<file path="src/rtl/hex_scan_driver.sv">
// ---------------------------------------------------------------------------
// hex_scan_driver
//
// Time-multiplexes four 7-segment digits onto one shared segment bus.
// Each frame is four equal slots of SCAN_DIV clocks, one per digit. A slot
// opens with DEAD_CYCLES blank clocks so that segment ghosting from the
// previous digit cannot appear. The digit is then lit for a
// brightness-dependent on-length, and the slot finishes blank.
// The digit patterns and the brightness code are captured once per frame.
// This keeps a frame internally consistent even if the hex controller
// updates its outputs mid-scan.
//
// Parameters
//   SCAN_DIV     clk cycles per digit slot
//   DEAD_CYCLES  blank cycles at the start of every slot (>= 1)
//
// Ports
//   clk          clock, all logic on the rising edge
//   reset        synchronous, active-high reset
//   en           scan enable; low forces all digits off and parks in IDLE
//   hex0..hex3   active-low segment patterns, one per digit
//   bright       brightness code, 0 = dimmest, 15 = full
//   seg          registered shared active-low segment bus
//   an           registered active-low digit enables, an[i] selects digit i
//   frame_start  registered one-cycle pulse on cycle 0 of every frame
// ---------------------------------------------------------------------------
module hex_scan_driver #(
    parameter int SCAN_DIV    = 50000,
    parameter int DEAD_CYCLES = 16
) (
    input  logic       clk,
    input  logic       reset,
    input  logic       en,
    input  logic [6:0] hex0,
    input  logic [6:0] hex1,
    input  logic [6:0] hex2,
    input  logic [6:0] hex3,
    input  logic [3:0] bright,
    output logic [6:0] seg,
    output logic [3:0] an,
    output logic       frame_start
);

    localparam int              SW        = $clog2(SCAN_DIV);
    localparam int              ACTIVE    = SCAN_DIV - DEAD_CYCLES;
    localparam logic [SW-1:0]   SLOT_LAST = SW'(SCAN_DIV - 1);
    localparam logic [31:0]     DEAD_W    = 32'(DEAD_CYCLES);

    // The blank lead-in of every slot is what guarantees a blank cycle
    // between digits. The on-length formula also needs enough active room
    // so that the dimmest setting still lights for at least one cycle.
    if ((SCAN_DIV - DEAD_CYCLES) < 16 || DEAD_CYCLES < 1) begin : g_bad_params
        $error("hex_scan_driver: need DEAD_CYCLES >= 1 and SCAN_DIV - DEAD_CYCLES >= 16");
    end

    typedef enum logic [1:0] {
        IDLE,
        BLANK,
        ON,
        OFF
    } state_t;

    state_t        state;
    state_t        state_nx;
    logic [SW-1:0] slot;
    logic [SW-1:0] slot_nx;
    logic [1:0]    digit;
    logic [1:0]    digit_nx;
    logic          frame_begin;

    logic [6:0]    shadow [4];
    logic [3:0]    bright_lat;
    logic [31:0]   on_len;

    logic [6:0]    seg_nx;
    logic [3:0]    an_nx;

    // On-length of the lit phase, scaled from the active part of the slot in
    // sixteenths. It uses the latched code so that it stays fixed for the
    // whole frame. Full brightness yields exactly ACTIVE, so the slot then
    // has no OFF tail.
    assign on_len = (32'(ACTIVE) * ({28'd0, bright_lat} + 32'd1)) >> 4;

    // Next-state logic.
    // A disable always wins and parks the scanner at the start of a frame.
    // Leaving IDLE, or wrapping past digit 3, produces frame cycle 0.
    // Inside a slot, the phase follows directly from where the next slot
    // count lands relative to the dead time and the on-length.
    always_comb begin
        state_nx    = state;
        slot_nx     = slot;
        digit_nx    = digit;
        frame_begin = 1'b0;

        if (!en) begin
            state_nx = IDLE;
            slot_nx  = '0;
            digit_nx = '0;
        end else if (state == IDLE) begin
            state_nx    = BLANK;
            slot_nx     = '0;
            digit_nx    = '0;
            frame_begin = 1'b1;
        end else if (slot == SLOT_LAST) begin
            state_nx    = BLANK;
            slot_nx     = '0;
            digit_nx    = digit + 2'd1;
            frame_begin = (digit == 2'd3);
        end else begin
            slot_nx = slot + SW'(1);
            if (32'(slot_nx) < DEAD_W) begin
                state_nx = BLANK;
            end else if (32'(slot_nx) < (DEAD_W + on_len)) begin
                state_nx = ON;
            end else begin
                state_nx = OFF;
            end
        end
    end

    // Output values for the coming cycle.
    // They are built from the next state so that the registered outputs line
    // up with the state they describe. Only ON drives a digit; every other
    // state is fully blank.
    always_comb begin
        seg_nx = 7'h7F;
        an_nx  = 4'hF;
        if (state_nx == ON) begin
            an_nx  = ~(4'b0001 << digit_nx);
            seg_nx = shadow[digit_nx];
        end
    end

    // State register for the scan FSM and its slot and digit counters.
    always_ff @(posedge clk) begin
        if (reset) begin
            state <= IDLE;
            slot  <= '0;
            digit <= '0;
        end else begin
            state <= state_nx;
            slot  <= slot_nx;
            digit <= digit_nx;
        end
    end

    // Registered outputs and the per-frame snapshot of the inputs.
    // The snapshot is taken on the edge that enters frame cycle 0. The
    // frame's first lit cycle is at least one dead cycle later, so it always
    // sees the new patterns.
    always_ff @(posedge clk) begin
        if (reset) begin
            seg         <= 7'h7F;
            an          <= 4'hF;
            frame_start <= 1'b0;
            shadow[0]   <= 7'h7F;
            shadow[1]   <= 7'h7F;
            shadow[2]   <= 7'h7F;
            shadow[3]   <= 7'h7F;
            bright_lat  <= 4'd0;
        end else begin
            seg         <= seg_nx;
            an          <= an_nx;
            frame_start <= frame_begin;
            if (frame_begin) begin
                shadow[0]  <= hex0;
                shadow[1]  <= hex1;
                shadow[2]  <= hex2;
                shadow[3]  <= hex3;
                bright_lat <= bright;
            end
        end
    end

endmodule

</file>
<file path="config.mk">
export PLATFORM = sky130hd
export DESIGN_NAME = hex_scan_driver
export DESIGN_NICKNAME = d
export VERILOG_FILES = /design/src/rtl/hex_scan_driver.sv
export SDC_FILE = /design/constraint.sdc
export NUM_CORES = 1
export LEC_CHECK = 0
export CAP_MARGIN = 20
export CORE_MARGIN = 3
export CORE_UTILIZATION = 35
export CTS_CLUSTER_DIAMETER = 150
export DETAILED_ROUTE_END_ITERATION = 8
export SLEW_MARGIN = 20
export SYNTH_ARGS = -nofsm -noshare
export SYNTH_HDL_FRONTEND = slang
export SYNTH_SLANG_ARGS = --single-unit
export TNS_END_PERCENT = 10
</file>
<file path="constraint.sdc">
create_clock -name clk -period 8.6 [get_ports clk]
set_clock_uncertainty 0.15 [all_clocks]
set_input_delay 2.15 -clock clk [delete_from_list [all_inputs] [get_ports clk]]
set_output_delay 2.15 -clock clk [all_outputs]
set_load 0.1 [all_outputs]
</file>
Word-level counts from Yosys, hierarchy flattened
Memory sizes are Yosys's and may differ from the RTL's. A register that Yosys moved wholly into a read port is not among the register bits.
Cells that the tools add are included.
{ "classes": {"addsub": 4, "n_mul": 1, "div_mod_pow": 0, "order_cmp": 2, "n_eq_ne": 3, "shift": 1, "muxes": 20, "bitwise": 7, "n_reduce_logical": 3} }
{ "ops": {"columns": ["operator", "n"], "rows": [
  ["$mux 7", 4],
  ["$add 5x17->18 const A", 1],
  ["$lt 16x18->1", 1],
  ["$add 16x1->16 const B", 1],
  ["$eq 16x16->1 const B", 1],
  ["$lt 16x5->1 const B", 1],
  ["$mul 10x5->15 const A", 1],
  ["$mux 2", 7],
  ["$mux 1", 9],
  ["$add 4x1->5 const B", 1],
  ["$eq 2x2->1 const B", 2],
  ["$not 4->4", 1],
  ["$or 1x1->1", 4],
  ["$reduce_or 4->1", 1],
  ["$shl 1x2->4 const A", 1],
  ["$add 2x1->2 const B", 1],
  ["$logic_not 2->1", 1],
  ["$not 1->1", 2],
  ["$reduce_or 2->1", 1]
]} }
{ "word_totals": {"regBits": 29, "latch_bits": 0, "ramBits": 28, "romBits": 0, "input_bits": 35, "out_inout_bits": 12, "mem_count": 1} }
{ "mem_list": {"columns": ["name", "words", "width", "read_ports", "rd_clocked_by_memory_dff", "write_ports", "line_no", "rtl"], "rows": [
  ["shadow", 4, 7, 1, 1, 4, "71", "logic [6:0] shadow [4];"]
]} }

Logic depth before layout (Yosys ltp)
Gate-level depths: netlist of the first run.
{ "logic_depth": {"word_depth": 12, "mapped_depth": 22, "depth_no_buf": 21} }

Least setup slack after synthesis of the first run
Ideal clock, no wire load.
{ "synth_path": {"kind": "reg2reg", "start": "register bright_lat[0]", "end": "register an[3]", "arrival_ns": 4.595, "t_required_ns": 8.310, "path_slack_ns": 3.715, "stages_incl_launch_ff": 23, "path_buffers": 1, "period_less_slack_ns": 4.885, "cell_sequence": "dfxtp_1 ha_1 xor2_1 ha_1 ha_1 ha_1 inv_1 fa_1 nand2b_1 a2111oi_0 nor2b_1 xnor2_1 nor3_1 xnor2_1 ha_1 a21oi_1 o21ai_0 a21o_1 a21oi_1 o41ai_1 a21boi_2 buf_6 nand3_1"} }
{ "synth_between": {"elab_chain_cells": 12} }
{ "synth_rtl": {"columns": ["element", "line_no", "rtl"], "rows": [
  ["from (decl)", "72", "logic [3:0] bright_lat;"],
  ["from (signal assigned)", "170", "bright_lat <= bright;"],
  ["$add 4x1->5", "82", "assign on_len = (32'(ACTIVE) * ({28'd0, bright_lat} + 32'd1)) >> 4;"],
  ["$mul 10x5->15", "82", null],
  ["$add 5x17->18", "113", "end else if (32'(slot_nx) < (DEAD_W + on_len)) begin"],
  ["$lt 16x18->1", "113", null],
  ["$mux 1", "113", null],
  ["$mux 2", "111", "if (32'(slot_nx) < DEAD_W) begin"],
  ["$mux 2", "104", "end else if (slot == SLOT_LAST) begin"],
  ["$mux 2", "99", "end else if (state == IDLE) begin"],
  ["$mux 2", "95", "if (!en) begin"],
  ["$eq 2x2->1", "128", "if (state_nx == ON) begin"],
  ["$not 1->1 (no line)", null, null],
  ["$reduce_or 2->1 (no line)", null, null],
  ["to (signal assigned)", "163", "an <= an_nx;"],
  ["to (decl)", "40", "output logic [3:0] an,"]
]} }
Every way passes these cells.
A chain may end at the register's enable or synchronous reset.

Worst setup path after layout of the first run
Same ends and word-level chain as after synthesis.

==> flow_summary.yaml, run 1 <==
routing:
  routedWlPerCell_microns: 13.74
  wl_met1_mm: 4.072
  drc: 0
  met2_length_mm: 3.690
  top_layer_used: "met4"
  drt_iter0_markers: 94
  route.met3.wl_microns: 325
  dr.pass1.iters: 4
  viasPerCell: 4.990
  ant_nets: 0
  vias: 2989
  drt_wl_total_mm: 8.228
logic_synthesis:
  synth_top_area_frac: 0.2004
  yosysMostFrequentCell: "ha_1"
  synth-main-ff-cell: "dfxtp_1"
  synth.distinct_cells: 69
  async_reset_ff_frac: 0
  netlist_instances: 413
  synthTopCellsByCount: "ha_1 (44), dfxtp_1 (36), nand2b_1 (31), edfxtp_1 (28), nor2_1 (25)"
  yosys_warnings: 0
  yosysSeqAreaShare: 0.3722
  ys_top_cells_by_area: "edfxtp_1 (20%), dfxtp_1 (17%), ha_1 (13%)"
  syn_area_per_cell_sq_um: 10.16
  synth_seq_cells: 64
  synth_top_area_cell: "edfxtp_1"
  syn_nets: 493
  synth_enable_flop_cells: 28
  syn-cell-area_sq_mm: 0.004195
setup_path:
  crit_family: "adder cells"
  r2r-start: "bright_lat[0]"
  end_kind: "flip-flop"
  timing.critical_path.required_ns: 8.62
  crit_top_cell: "ha_1"
  ff2ff_path_depth: 21
  start_kind: "flip-flop"
  path_buf_inv: 1
  slowest_delay_ns: 0.47
  crit_type: "reg -> reg"
  regToRegSetupSlack_ns: 2.96
  slowest_stage: "a21boi_2"
  path_cells: "ha_1, xor2_1, ha_1, ha_1, ha_1, inv_1, fa_1, nand2b_1, a2111oi_0, nor2b_1, xnor2_1, nor3_1, xnor2_1, ha_1, a21oi_1, o21ai_0, a21o_1, a21oi_1, o41ai_1, a21boi_2, nand3_1"
  reg2reg_to: "an[3]"
  crit_fanout: 11
  cp.arrival_ns: 5.65
cts:
  clk_pin_slew_ns: 0.05
  cts_setup_buffers: 0
  ctsLongestPathBuffers: 2
  cts_htree_levels: 3
  cts.sinks: 64
  cts_made_buffers: 9
  clock_latency_ns: 0.32
  cts_resized: 0
  clk_root_buffer_cell: "clkbuf_16"
  cts_hold_buf: 0
  tritoncts: "built"
hold_path:
  hold_path_class: "reg -> reg"
  hold_end: "slot[0]"
  min_path_cells: 1
  min_from: "slot[0]"
layout:
  multi_input_area_sq_mm: 0.002470
  syn_to_final_growth_pct: 20.40
  fill_cells: 1086
  layout-drive-gt1-share: 0.08772
  finalNetCount: 531
  seq_area_sq_mm: 0.001562
  num_antenna_cells: 0
timing:
  setup_tns_ns: 0
  hold_violations: 0
  period_share: 0.6555
  drv_slew: 0
  rsz0062_at_grt: "false"
  fin_crit_ns: 5.637
  setup_violations: 0
  tightest_slew_ns: 0.9826
  max_freq_mhz: 177.4
  slew_headroom: 0.3429
power_and_ir_drop:
  p_leak_uw: 0.001881
  peakVddDrop_mv: 0.09667
  power_uw: 830.6
  p_per_area_mw_per_mm2: 164.4
floorplanning:
  dieArea_sq_mm: 0.01334
  fp-row-count: 39
  initial_core_util: 0.3628
  die_h_microns: 115.5
  die_x_microns: 115.5
  ios: 47
  core_region_area_sq_mm: 0.01156
global_route:
  antenna_found_initial: 0
  grt_max_degree: 30
  grt_pass1_vias: 2917
  overflow: 0
  grt_usage: 0.1289
  grt_pass1_wl_mm: 13.68
placed_design:
  portBuffers: 46
  gp_congestion: 0.8217
  dp_hpwl_mm: 6.360
run:
  cap_violations: 0
status:
  status: "complete, no violations"
## per-layer routing
layer | up-vias | GRT usage
met4 | 0 | 0.05477
met1 | 1372 | 0.1781
met2 | 61 | 0.1979
met5 | - | 0
li1 | 1545 | -
met3 | 11 | 0.02454
## worst max-delay path by stage
stage,startpoint,to,depth (start not counted)
6_report,bright_lat[0],an[3],21
5_1_grt,bright_lat[0],an[3],20
3_3_place_gp,bright_lat[0],an[3],21
4_1_cts,bright_lat[0],an[3],21
3_5_place_dp,bright_lat[0],an[3],21
2_1_floorplan,bright_lat[0],an[3],22
## area by class of cell
type,instances,share of cell area
multi-input combinational,314,0.4890
sequential,64,0.3091
timing repair buffer,46,0.09116
clock buffer,9,0.04459
tap,143,0.03542
clock inverter,7,0.01883
inverter,16,0.01189
## worst register-to-register path, delay by kind of cell, from the launching register on
kind | cells | cell delay (ns)
compound gates | 7 | 1.63
xor+xnor | 3 | 0.57
buf+inv | 1 | 0.06
fa+ha+maj | 6 | 1.91
flops | 1 | 0.43
simple gates | 4 | 0.74
## power by group
group | switching (uW) | leakage (uW) | internal, uW
Clock | 130 | 0.000156 | 254
Sequential | 3.50 | 0.000525 | 326
Combinational | 60.9 | 0.00120 | 56.1
Total | 194 | 0.00188 | 636
## sequential cells by signal, summed over array words and instances, names as in the netlist
| register | flops |
|---|---|
| an | 4 |
| bright_lat | 4 |
| digit | 2 |
| frame_start | 1 |
| seg | 7 |
| shadow | 28 |
| slot | 16 |
| state | 2 |
## cells in the final DEF, fill, tap and decap left out, types with 3 or more instances in the layout
| cell type | netlist | layout |
|---|---|---|
| nor4_1 | 3 | 3 |
| a21o_1 | 3 | 3 |
| edfxtp_1 | 28 | 28 |
| nand3b_1 | 4 | 4 |
| nand2b_1 | 31 | 31 |
| clkbuf_16 | 0 | 9 |
| and3_1 | 5 | 5 |
| nand4_1 | 9 | 9 |
| dfxtp_1 | 36 | 36 |
| nand2_1 | 24 | 24 |
| a211oi_1 | 3 | 3 |
| nand3_1 | 10 | 10 |
| xor2_1 | 14 | 14 |
| nor3_1 | 8 | 8 |
| nor2_1 | 25 | 25 |
| mux2i_1 | 20 | 20 |
| nor2b_1 | 19 | 18 |
| o21ai_0 | 5 | 5 |
| xnor2_1 | 21 | 21 |
| ha_1 | 44 | 44 |
| a21oi_1 | 12 | 12 |
| clkdlybuf4s50_1 | 0 | 46 |
| mux2_2 | 7 | 7 |
| inv_1 | 16 | 16 |
## metrics by stage
stage	setup slack (ns)	cells	utilization	cell area (sq um)	hold slack, ns
6_report	2.963	599	0.4368	5051	0.3399
3_5_place_dp	3.014	583	0.4086	4726	0.3208
5_1_grt	2.423	599	0.4368	5051	0.3801
4_1_cts	2.983	599	0.4363	5046	0.3337
2_1_floorplan	3.715	413	-	4195	0.2914
3_3_place_gp	3.181	583	0.4086	4726	0.3129
## kinds of logic (layout without fill, tap and decap cells)
group | count (synthesis) | after routing | share of synthesized area
mux | 27 | 27 | 0.06651
buf+inv | 35 | 78 | 0.04086
compound gates | 49 | 49 | 0.08888
simple gates | 155 | 155 | 0.2094
xor+xnor | 38 | 38 | 0.08619
flops | 64 | 64 | 0.3722
fa+ha+maj | 45 | 45 | 0.1360
(Power assumes the default switching activity.)
==> run 2, diff against run 1 <==
==> constraint.sdc (replaced) <==
create_clock -name clk -period 5.1 [get_ports clk]
set_clock_uncertainty 0.15 [all_clocks]
set_input_delay 1.275 -clock clk [delete_from_list [all_inputs] [get_ports clk]]
set_output_delay 1.275 -clock clk [all_outputs]
set_load 0.1 [all_outputs]
==> run 2 against run 1 <==
Wire length up 3.0%. Total power up 78%. Clock power up 81%. Critical path type unchanged.
==> flow_summary.yaml, run 2 (synthesis results as in run 1) <==
run:
  cap_violations: 0
floorplanning:
  initial_core_util: 0.3628
  ios: 47
  dieArea_sq_mm: 0.01334
  fp-row-count: 39
  core_region_area_sq_mm: 0.01156
  die_x_microns: 115.5
  die_h_microns: 115.5
routing:
  wl_met1_mm: 4.044
  dr.pass1.iters: 4
  top_layer_used: "met4"
  route.met3.wl_microns: 283
  drt_iter0_markers: 101
  met2_length_mm: 4.052
  vias: 3108
  viasPerCell: 5.013
  routedWlPerCell_microns: 13.67
  drc: 0
  ant_nets: 0
  drt_wl_total_mm: 8.474
placed_design:
  gp_congestion: 0.8126
  place_ws_ns: -0.1283
  portBuffers: 46
  dp_hpwl_mm: 6.666
layout:
  final_common_cell: "clkdlybuf4s50_1"
  biggestRegsByFlops: "shadow: 28 flops, slot: 16 flops, seg: 7 flops"
  largest_register: "shadow"
  layout_common_cells: "clkdlybuf4s50_1 (46), ha_1 (39), dfxtp_1 (33)"
  syn_to_final_growth_pct: 27.89
  fill_cells: 1068
  largest_reg_flops: 28
  num_antenna_cells: 0
  layout-drive-gt1-share: 0.1719
  finalNetCount: 552
cts:
  cts_made_buffers: 9
  cts_htree_levels: 3
  clk_pin_slew_ns: 0.05
  clock_latency_ns: 0.32
  tritoncts: "built"
  cts.sinks: 64
  ctsLongestPathBuffers: 2
  clk_root_buffer_cell: "clkbuf_16"
timing:
  slew_headroom: 0.3411
  rsz0062_at_grt: "false"
  period_share: 0.9491
  setup_tns_ns: 0
  finalWorstSetupSlack_ns: 0.2595
  holdWs_ns: 0.3350
  max_freq_mhz: 206.6
  hold_violations: 0
  setup_violations: 0
  tightest_slew_ns: 0.9853
  drv_slew: 0
  fin_crit_ns: 4.840
setup_path:
  start_kind: "flip-flop"
  crit_type: "reg -> reg"
  path_cells: "buf_4, nand3_2, xnor2_2, buf_4, ha_1, ha_1, ha_2, inv_2, fa_2, nand3b_1, nor4_2, nand4_1, nor3_2, xnor2_1, ha_1, a21oi_1, o21ai_1, a21o_1, a21oi_2, o41ai_2, a21boi_2, buf_6, nand3_1"
  crit_fanout: 6
  slowest_stage: "fa_2"
  regToRegSetupSlack_ns: 0.26
  end_kind: "flip-flop"
  slowest_delay_ns: 0.43
  timing.critical_path.required_ns: 5.10
  crit_top_cell: "ha_1"
  cp.arrival_ns: 4.84
global_route:
  antenna_found_initial: 0
  grt_pass1_wl_mm: 14.35
  grt_pass1_vias: 3103
  grt_usage: 0.1350
  grt_max_degree: 30
  overflow: 0
power_and_ir_drop:
  p_leak_uw: 0.002023
  p_per_area_mw_per_mm2: 275.7
  power_uw: 1479
  peakVddDrop_mv: 0.1754
status:
  status: "complete, no violations"
hold_path:
  hold_path_class: "reg -> reg"
## run 2: cell count changes in the layout (fill, tap and decap cells not counted), sizes merged
| cell | previous run | this run |
|---|---|---|
| buf | 0 | 21 |
| bufinv | 2 | 3 |
| clkinv | 3 | 2 |
## run 2: what timing repair did
action                     4_1_cts  5_1_grt
hold buffers                     0        0
hold endpoints to repair         0        0
buffers inserted                 1        3
pin swaps                        3       11
setup endpoints to repair       11       12
gates resized for setup          6       22
gates cloned                     0        0
## run 2: per-stage QoR
stage	area [sq um]	std cells	utilization
finish	5365	620	0.4639
global route	5365	620	0.4639
CTS	5244	617	0.4534
detailed placement	4853	600	0.4197
global placement	4853	600	0.4197
floorplan	4195	413	-
## run 2: power breakdown
group | total, uW | internal (uW) | leakage [uW] | switching, uW
Sequential | 556 | 551 | 0.000526 | 5.66
Combinational | 226 | 113 | 0.00133 | 113
Clock | 696 | 478 | 0.000164 | 219
## run 2: area by class of cell
| class | count | area (sq um) | area share |
|---|---|---|---|
| Inverter | 16 | 60.06 | 0.01119 |
| Clock inverter | 7 | 118.9 | 0.02215 |
| Clock buffer | 9 | 225.2 | 0.04198 |
| Sequential cell | 64 | 1565 | 0.2917 |
| Multi-Input combinational cell | 314 | 2579 | 0.4806 |
| Tap cell | 143 | 178.9 | 0.03335 |
| Timing Repair Buffer | 67 | 638.1 | 0.1189 |
## run 2: worst paths after layout
kind / startpoint / to / cells after the start
min reg2reg: slot[0] / slot[0] / 1
max: bright_lat[1] / an[3] / 23
max reg2reg: bright_lat[1] / an[3] / 23
min: slot[0] / slot[0] / 1
## run 2: routing by layer
layer  track usage  up-vias
li1              -     1589
met1        0.1782     1459
met2        0.2222       52
met3       0.03029        8
met4       0.03991        0
met5             0        -
## run 2: critical path, delay by kind of cell (launching register included)
kind | cells | cell delay, ns
adder cells (fa/ha/maj) | 5 | 1.47
AND/OR/NAND/NOR | 6 | 1.05
AO/OA/AOI/OAI | 6 | 0.86
buffers and inverters | 4 | 0.49
flip-flops | 1 | 0.35
XOR/XNOR | 2 | 0.31
==> run 3, diff against run 2 <==
--- a/config.mk
+++ b/config.mk
@@ -6,10 +6,14 @@
 export NUM_CORES = 1
 export LEC_CHECK = 0
 export CAP_MARGIN = 20
-export CORE_MARGIN = 3
+export CELL_PAD_IN_SITES_DETAIL_PLACEMENT = 1
+export CELL_PAD_IN_SITES_GLOBAL_PLACEMENT = 1
+export CORE_MARGIN = 10
 export CORE_UTILIZATION = 35
+export CTS_BUF_LIST = sky130_fd_sc_hd__clkbuf_4
 export CTS_CLUSTER_DIAMETER = 150
 export DETAILED_ROUTE_END_ITERATION = 8
+export PLACE_DENSITY_LB_ADDON = 0.1
 export SLEW_MARGIN = 20
 export SYNTH_ARGS = -nofsm -noshare
 export SYNTH_HDL_FRONTEND = slang
==> run 3 against run 2 <==
Non-clock buffer count grew 15. Sequential power is essentially flat. Largest cell class unchanged. Worst hold slack gained 0.011 ns.
==> flow_summary.yaml, run 3 (synthesis results as in run 1) <==
hold_path:
  min_from: "slot[0]"
  hold_path_class: "reg -> reg"
  min_path_cells: 1
  hold_end: "slot[0]"
floorplanning:
  dieArea_sq_mm: 0.01677
  die_x_microns: 129.5
  ios: 47
  fp-row-count: 39
  core_region_area_sq_mm: 0.01156
  die_h_microns: 129.5
  initial_core_util: 0.3628
setup_path:
  end_kind: "flip-flop"
  crit_type: "reg -> reg"
  r2r-start: "bright_lat[0]"
  timing.critical_path.required_ns: 5.24
  regToRegSetupSlack_ns: 0.18
  start_kind: "flip-flop"
  cp.arrival_ns: 5.06
  crit_fanout: 6
  reg2reg_to: "an[3]"
  ff2ff_path_depth: 24
timing:
  max_freq_mhz: 203.2
  setup_violations: 0
  hold_violations: 0
  drv_slew: 0
  tightest_slew_ns: 0.9816
  holdWs_ns: 0.3461
  period_share: 0.9648
  fin_crit_ns: 4.921
  slew_headroom: 0.3435
routing:
  viasPerCell: 5.038
  drt_wl_total_mm: 10.07
  ant_nets: 0
  met2_length_mm: 5.052
  dr.pass1.iters: 4
  route.met3.wl_microns: 358
  routedWlPerCell_microns: 15.85
  top_layer_used: "met4"
  drt_iter0_markers: 98
  wl_met1_mm: 4.497
  drc: 0
  vias: 3199
global_route:
  grt_pass1_vias: 3388
  grt_max_degree: 30
  grt_usage: 0.1193
  grt_pass1_wl_mm: 16.23
  overflow: 0
  antenna_found_initial: 0
layout:
  layout-drive-gt1-share: 0.2337
  finalNetCount: 567
  final_common_cell: "clkdlybuf4s50_1"
  layout_common_cells: "clkdlybuf4s50_1 (46), dfxtp_1 (33), buf_4 (32)"
  fill_cells: 1283
  syn_to_final_growth_pct: 31.79
  num_antenna_cells: 0
  biggestRegsByFlops: "shadow: 28 flops, slot: 16 flops, seg: 7 flops"
  post-route-util: 0.4781
  multi_input_area_sq_mm: 0.002805
  seq_area_sq_mm: 0.001570
  largest_register: "shadow"
  instances_no_fill: 635
  largest_reg_flops: 28
status:
  status: "complete, no violations"
cts:
  cts_made_buffers: 9
  clk_pin_slew_ns: 0.13
  clk_root_buffer_cell: "clkbuf_4"
  cts_htree_levels: 3
  tritoncts: "built"
  ctsLongestPathBuffers: 2
  cts.sinks: 64
  clock_latency_ns: 0.42
placed_design:
  portBuffers: 46
  dp_hpwl_mm: 7.459
  place_inst: 608
  gp_congestion: 0.7663
power_and_ir_drop:
  peakVddDrop_mv: 0.1270
  power_uw: 1207
  p_per_area_mw_per_mm2: 218.3
  p_leak_uw: 0.002022
run:
  cap_violations: 0
## run 3: cell types whose count changed in the layout (fill, tap and decap cells not counted), sizes merged
cell	before	now
buf	21	35
bufinv	3	1
clkbuf	9	10
clkinvlp	1	0
clkinv	2	4
inv	17	18
## run 3: worst max-delay path, cell delays in order, from the launching register on
cell      delay (ns)
dfxtp_4         0.39
buf_6           0.12
nand3_4         0.07
xnor2_2         0.14
buf_4           0.14
ha_4            0.24
ha_4            0.25
ha_2            0.17
inv_2           0.04
fa_2            0.39
nand2b_4        0.16
buf_4           0.14
a21oi_4         0.18
xor2_2          0.18
buf_4           0.15
nand4_1         0.14
or2_1           0.28
xnor2_1         0.15
ha_1            0.32
a21o_1          0.20
a21oi_2         0.18
o41ai_4         0.12
a21boi_2        0.28
buf_12          0.15
nand3_1         0.07
## run 3: timing repair
action	in CTS	in global routing
pin swaps	1	20
cloned	0	1
endpoints found under the setup margin	12	12
hold buffers	0	0
buffers inserted	1	9
resized for setup	7	47
## run 3: power by group
part / internal, uW / switching [uW] / leakage, uW / total (uW)
logic: 148 / 138 / 0.00141 / 287
registers: 549 / 6.18 / 0.000527 / 555
clock network: 154 / 211 / 0.0000809 / 365
## run 3: worst max path at each step
stage                        startpoint  endpoint  cells after the start
after floorplan           bright_lat[0]     an[3]                     22
after global placement    bright_lat[0]     an[2]                     19
after detailed placement  bright_lat[0]     an[3]                     21
after CTS                 bright_lat[0]     an[3]                     22
after global routing      bright_lat[0]     an[3]                     25
final                     bright_lat[0]     an[3]                     24
## run 3: cell type report
cell class | count | area share
clock buffer | 9 | 0.01222
clock inverter | 7 | 0.01426
inverter | 16 | 0.01086
multi-input combinational | 314 | 0.5074
sequential | 64 | 0.2840
tap | 143 | 0.03236
timing repair buffer | 82 | 0.1389
## run 3: per-layer routing
| layer | vias to the layer above | track usage |
|---|---|---|
| met5 | - | 0 |
| met4 | 0 | 0.03571 |
| met3 | 14 | 0.03426 |
| met2 | 45 | 0.1999 |
| met1 | 1524 | 0.1458 |
| li1 | 1616 | - |
## run 3: stage by stage
| stage | setup WS [ns] | setup TNS (ns) | instance area (sq um) |
|---|---|---|---|
| 2_1_floorplan | 0.2149 | 0 | 4195 |
| 3_3_place_gp | -0.1060 | -0.8408 | 4913 |
| 3_5_place_dp | -0.3205 | -3.010 | 4913 |
| 4_1_cts | 0.009016 | 0 | 5122 |
| 5_1_grt | -0.1019 | -0.8594 | 5529 |
| 6_report | 0.1795 | 0 | 5529 |
